File: src/rtl/shifter_pkg.sv
// Shared definitions for the micro-ALU shifters (left and right).
package shifter_pkg;
  localparam int DATA_W_DEF  = 8;
  localparam int SHAMT_W_DEF = 4;

  typedef enum logic [1:0] {
    IDLE  = 2'd0,
    SHIFT = 2'd1,
    DONE  = 2'd2
  } state_e;
endpackage

File: src/rtl/seq_left_shifter.sv
// Multi-cycle logical left shifter: one bit per clock, zero fill,
// sticky lost-bit flag and range-error pass-through.
module seq_left_shifter
  import shifter_pkg::*;
#(
  parameter int DATA_W  = DATA_W_DEF,
  parameter int SHAMT_W = SHAMT_W_DEF
) (
  input  logic               clk,
  input  logic               rst,
  input  logic               in_valid,
  output logic               in_ready,
  input  logic [DATA_W-1:0]  A,
  input  logic [SHAMT_W-1:0] Shift_value,
  output logic               out_valid,
  input  logic               out_ready,
  output logic [DATA_W-1:0]  Result,
  output logic               Lost_bits,
  output logic               Range_err
);

  // Largest legal amount, one bit wider than the amount so the compare
  // cannot wrap when DATA_W-1 does not fit in SHAMT_W bits.
  localparam logic [SHAMT_W:0] MAX_SH = (SHAMT_W+1)'(DATA_W - 1);

  state_e              state_q, state_d;
  logic [DATA_W-1:0]   res_q, res_d;
  logic [SHAMT_W-1:0]  cnt_q, cnt_d;
  logic                lost_q, lost_d;
  logic                rerr_q, rerr_d;
  logic                oor;

  assign oor = {1'b0, Shift_value} > MAX_SH;

  // State, datapath and counter registers with synchronous reset.
  always_ff @(posedge clk) begin
    if (rst) begin
      state_q <= IDLE;
      res_q   <= '0;
      cnt_q   <= '0;
      lost_q  <= 1'b0;
      rerr_q  <= 1'b0;
    end else begin
      state_q <= state_d;
      res_q   <= res_d;
      cnt_q   <= cnt_d;
      lost_q  <= lost_d;
      rerr_q  <= rerr_d;
    end
  end

  // Next-state and datapath update; everything holds unless a state acts.
  always_comb begin
    state_d = state_q;
    res_d   = res_q;
    cnt_d   = cnt_q;
    lost_d  = lost_q;
    rerr_d  = rerr_q;
    unique case (state_q)
      IDLE: begin
        if (in_valid && !rst) begin
          res_d   = A;
          lost_d  = 1'b0;
          state_d = SHIFT;
          if (oor) begin
            cnt_d  = '0;
            rerr_d = 1'b1;
          end else begin
            cnt_d  = Shift_value;
            rerr_d = 1'b0;
          end
        end
      end
      SHIFT: begin
        if (cnt_q != '0) begin
          lost_d = lost_q | res_q[DATA_W-1];
          res_d  = res_q << 1;
          cnt_d  = cnt_q - SHAMT_W'(1);
        end else begin
          state_d = DONE;
        end
      end
      DONE: begin
        if (out_ready) state_d = IDLE;
      end
      default: state_d = IDLE;
    endcase
  end

  assign in_ready  = (state_q == IDLE) && !rst;
  assign out_valid = (state_q == DONE);
  assign Result    = res_q;
  assign Lost_bits = lost_q;
  assign Range_err = rerr_q;

endmodule

File: config.mk
export PLATFORM = sky130hd
export DESIGN_NAME = seq_left_shifter
export DESIGN_NICKNAME = d
export VERILOG_FILES = /design/src/rtl/shifter_pkg.sv /design/src/rtl/seq_left_shifter.sv
export SDC_FILE = /design/constraint.sdc
export NUM_CORES = 1
export LEC_CHECK = 0
export CORE_ASPECT_RATIO = 0.8
export CORE_MARGIN = 1.5
export CORE_UTILIZATION = 45
export CTS_CLUSTER_DIAMETER = 60
export CTS_CLUSTER_SIZE = 8
export DETAILED_ROUTE_END_ITERATION = 6
export GPL_TIMING_DRIVEN = 0
export PLACE_DENSITY = 0.9
export REMOVE_ABC_BUFFERS = 1
export SLEW_MARGIN = 30
export SYNTH_ARGS = -nofsm -noshare
export SYNTH_HDL_FRONTEND = slang
export SYNTH_SLANG_ARGS = --single-unit
File: constraint.sdc
create_clock -name clk -period 2.8 [get_ports clk]
set_input_delay 0.56 -clock clk [delete_from_list [all_inputs] [get_ports clk]]
set_output_delay 0.56 -clock clk [all_outputs]
set_load 0.05 [all_outputs]
### Yosys cells after proc, flatten, opt, wreduce, memory -nomap -nowiden

Index checks and enable logic that the tools add are counted.

| storage, ports and cells | value |
|---|---|
| memory bits (read-only) | 0 |
| input bits | 16 |
| bits in latches | 0 |
| output and inout port bits | 12 |
| RAM bits | 0 |
| memories kept | 0 |
| register bits after elaboration | 16 |
| word-level logic and storage cells | 38 |

| cells by class | value |
|---|---|
| bitwise operators | 1 |
| $add $sub $neg | 1 |
| equality and inequality tests | 6 |
| multiply operators | 0 |
| $lt $le $gt $ge | 1 |
| mux-type cells | 15 |
| divide/modulo/power cells | 0 |
| shift-type cells | 0 |
| reduce and logical (&&, ||, !) cells | 9 |

Operator list:

| operator | number |
|---|---|
| two-way mux 8 bit | 2 |
| case mux 8 bit (2 select lines) | 1 |
| two-way mux 4 bit | 3 |
| case mux 4 bit (2 select lines) | 1 |
| two-way mux 2 bit | 3 |
| != test 2 bit (second input constant) | 3 |
| case mux 2 bit (3 select lines) | 1 |
| AND reduction 3 bit | 2 |
| greater-than comparator 4 x 3 -> 1 bit (second input constant) | 1 |
| nonzero test 4 bit | 1 |
| subtractor 4 x 1 -> 4 bit (second input constant) | 1 |
| two-way mux 1 bit | 3 |
| == test 2 x 1 -> 1 bit (second input constant) | 1 |
| == test 2 bit (second input constant) | 1 |
| logical AND 1 bit | 2 |
| logical NOT 2 bit | 1 |
| != test 2 x 1 -> 1 bit (second input constant) | 1 |
| case mux 1 bit (2 select lines) | 1 |
| AND reduction 2 bit | 1 |
| nonzero test 2 bit | 1 |
| logical NOT 1 bit | 1 |
| bitwise OR 1 bit | 1 |

### Depth between registers and ports, before layout

| logic depth | value |
|---|---|
| word-level depth | 4 |
| gate-level depth with buffers | 7 |
| depth with buffers taken out | 5 |

### Worst setup path after synthesis

Ideal clock, no wire load.

| timing | value |
|---|---|
| path kind | input to output |
| from | input rst |
| to | output in_ready |
| required time | 2.240 ns |
| slack | 0.188 ns |
| stages | 3 |
| arrival | 2.052 ns |
| cell sequence | buf_2 -> buf_1 -> nor3_1 |

| on the way | value |
|---|---|
| longest elaborated chain between the ends | 2 |

RTL lines:

| item | RTL line | text |
|---|---|---|
| from (decl) | seq_left_shifter.sv:10 | `input logic rst,` |
| logical NOT 1 bit | seq_left_shifter.sv:90 | `assign in_ready = (state_q == IDLE) && !rst;` |
| logical AND 1 bit | seq_left_shifter.sv:90 |  |
| to (decl) | seq_left_shifter.sv:12 | `output logic in_ready,` |

Every way passes these cells.

### Worst setup path in the final report

| timing | value |
|---|---|
| from | input rst |
| to | register cnt_q[1] |

| on the way | value |
|---|---|
| longest elaborated chain between the ends | 4 |

RTL lines:

| item | RTL line | text |
|---|---|---|
| logical NOT 1 bit | seq_left_shifter.sv:61 | `if (in_valid && !rst) begin` |
| logical AND 1 bit | seq_left_shifter.sv:61 |  |
| != test 2 bit (no source line) | n/a |  |
| AND reduction 3 bit (no source line) | n/a |  |
| to (signal assigned) | seq_left_shifter.sv:46 | `cnt_q <= cnt_d;` |
| to (decl) | seq_left_shifter.sv:28 | `logic [SHAMT_W-1:0] cnt_q, cnt_d;` |

Parallel ways exist; a longest one is shown, timed or not.
A chain may end at the register's enable or synchronous reset.

==> results.cfg <==
[status]
outcome = finished, final reports clean

[cts]
path_clk_slew_ns = 0.10
root_buffer = clkbuf_4
clock_latency_ns = 0.29
htreeDepth = 1
cts_tree = done
cts_sinks = 16
numCtsBuffers = 3
cts_hold_buffers = 0
cts_buffer_depth = 2

[grt]
grt_pass1_wl_um = 3060
grt_max_degree = 18
grtUsageTotal_pct = 18.6
grt_pass1_vias = 685
antenna_found_initial = 0
grt.overflow.total = 0

[yosys]
ys_seq_elements = 16
synth_fa_ha_area_share_pct = 1.43
ys.warnings.count = 0
avgSynthCellArea_um2 = 10.2
netlist_instances = 86
synth_xor_area_share_pct = 1.00
ys_seq_area_share_pct = 36.6
synth_top_family_by_area = compound AO/OA/AOI/OAI gates
synth_compound_area_share_pct = 28.4
ys_types = 29
synth-simple-area-share_pct = 14.7
muxShareOfSynthArea_pct = 10.4
synthesis.area_um2 = 876

[power]
leakage_uw = 0.000457
p_total_uw = 612
internal-power_uw = 393
switching_share_pct = 35.9
clkPwrFrac_pct = 19.4
switching_power_uw = 220
pwr_density_cell_mw_per_mm2 = 531
seq_power_share_pct = 43.2
vdd_drop_max_mv = 0.484
p_comb_share_pct = 37.4

[die]
initial_core_util_pct = 47.2
pin_count = 28
die_x_um = 52.3
row_count = 14
die_h_um = 42.5
core_mm2 = 0.00186
die-area_mm2 = 0.00222

[placed_design]
place_congestion = 0.812
portBuffers = 27
pre_cts_ws_ns = -0.319
hpwl_um = 1260

[drt]
drt_iter0_markers = 14
vias = 714
ant_nets = 0
firstDrtPassIters = 4
post_drt_via_cell_ratio = 5.41
avgRoutedWirePerCell_um = 13.9
wirelength_um = 1830
drc = 0

[sta]
fmax_mhz = 418
rsz0062_at_grt = no
timing.slew.headroom_pct = 39.7
tightest_slew_ns = 0.901
finalHoldViolCount = 0
timing.final.ws_setup_ns = 0.406
timing.final.crit_share_pct = 85.5
period_minus_slack_ns = 2.39
finalClockSkew_ns = 0.0126
slew_viol_final = 0
setup_viol = 0

[final_layout]
num-nets-final = 127
area_growth_pct = 31.6
most-common-layout-cells = 25 x clkdlybuf4s50_1, 16 x dfxtp_1, 10 x a211oi_1
final_common_cell = clkdlybuf4s50_1
drive_gt1_share_pct = 14.8
antenna_cells = 0

[setup_path]
cp.arrival_ns = 2.52
start_kind = primary input
worstSetupPathType = in2reg
crit_path_end_kind = flop
worst-path-max-fanout = 17
required_ns = 2.93
ff2ff_setup_slack_ns = 0.86

[job]
maxCapViolCount = 0

[min_path]
min_path_type = reg2reg
final timing paths:
path / start / to / cells past startpoint
max reg2reg: state_q[1] / cnt_q[1] / 3
max: rst / cnt_q[1] / 4
min reg2reg: Lost_bits / Lost_bits / 2
min: Lost_bits / Lost_bits / 2
per-stage QoR:
step | instance area [µm²] | hold slack (ns) | TNS, ns | util [%] | cells
detailed placement | 1130 | 0.466 | -2.65 | 60.6 | 129
global route | 1150 | 0.525 | 0 | 62.1 | 132
CTS | 1150 | 0.489 | 0 | 61.8 | 132
floorplan | 826 | 0.450 | 0 | - | 78
finish | 1150 | 0.495 | 0 | 62.1 | 132
global placement | 1130 | 0.449 | -2.39 | 60.6 | 129
power groups by stage:
stage	Clock (µW)	Combinational, µW	Sequential, µW
after floorplan	0	108	313
after global placement	0	224	269
after detailed placement	0	229	270
after CTS	124	230	265
after global routing	140	245	268
final	119	229	264
layer usage:
metal  up-vias  wire length (µm)  track usage, %
met3         2                94            7.50
met1       331               866            24.1
met5         -                 0               0
met2        16               860            29.3
li1        365                 -               -
met4         0                 8            3.08
cells by family (layout without fill, tap and decap cells):
kind of cell / after synthesis / in the layout
AO/OA/AOI/OAI: 28 / 28
adder cells (fa/ha/maj): 1 / 1
AND/OR/NAND/NOR: 19 / 19
flip-flops: 16 / 16
XOR/XNOR: 1 / 1
buffers and inverters: 12 / 34
multiplexers: 9 / 9
final cells by class:
class / count / area [µm²]
inverters: 4 / 15.0
flip-flops and latches: 16 / 320
fillers: 161 / 704
repair buffers: 27 / 272
multi-input cells: 58 / 493
clock buffers: 3 / 22.5
well taps: 24 / 30.0
cell usage after synthesis:
master | n | share of area [%]
a211oi_2 | 9 | 13
nor2b_1 | 4 | 2.9
nand2_1 | 2 | 0.86
nor3_1 | 1 | 0.57
inv_1 | 4 | 1.7
a2bb2oi_1 | 1 | 1.0
nor4b_4 | 1 | 2.7
a21o_1 | 1 | 0.86
buf_6 | 1 | 1.3
buf_1 | 1 | 0.43
dfxtp_1 | 16 | 37
ha_1 | 1 | 1.4
nor2_1 | 3 | 1.3
a211o_1 | 1 | 1.0
or4b_1 | 1 | 1.1
a21oi_1 | 2 | 1.1
nand2b_1 | 4 | 2.9
a211oi_1 | 10 | 8.6
or2_2 | 1 | 0.71
buf_2 | 4 | 2.3
mux2i_1 | 8 | 9.1
a221o_1 | 1 | 1.1
or3_1 | 1 | 0.71
or3b_1 | 1 | 1.0
xnor2_1 | 1 | 1.0
buf_4 | 2 | 1.7
mux2_2 | 1 | 1.3
o21ai_0 | 2 | 1.1
a31oi_1 | 1 | 0.71
state kept, by name, summed over array words and instances, names as in the netlist:
| signal | flops |
|---|---|
| Result | 8 |
| cnt_q | 4 |
| state_q | 2 |
| Lost_bits | 1 |
| Range_err | 1 |
repair_timing:
action,CTS,global route
endpoints found under the setup margin,1,1
resized for setup,1,1
buffers inserted,0,0
worst max-delay path, cell delays in order:
cell,delay [ns]
dlygate4sd2_1,0.50
nor4b_4,0.86
a21o_1,0.46
a211oi_2,0.13
Power figures use the tool's default switching activity.
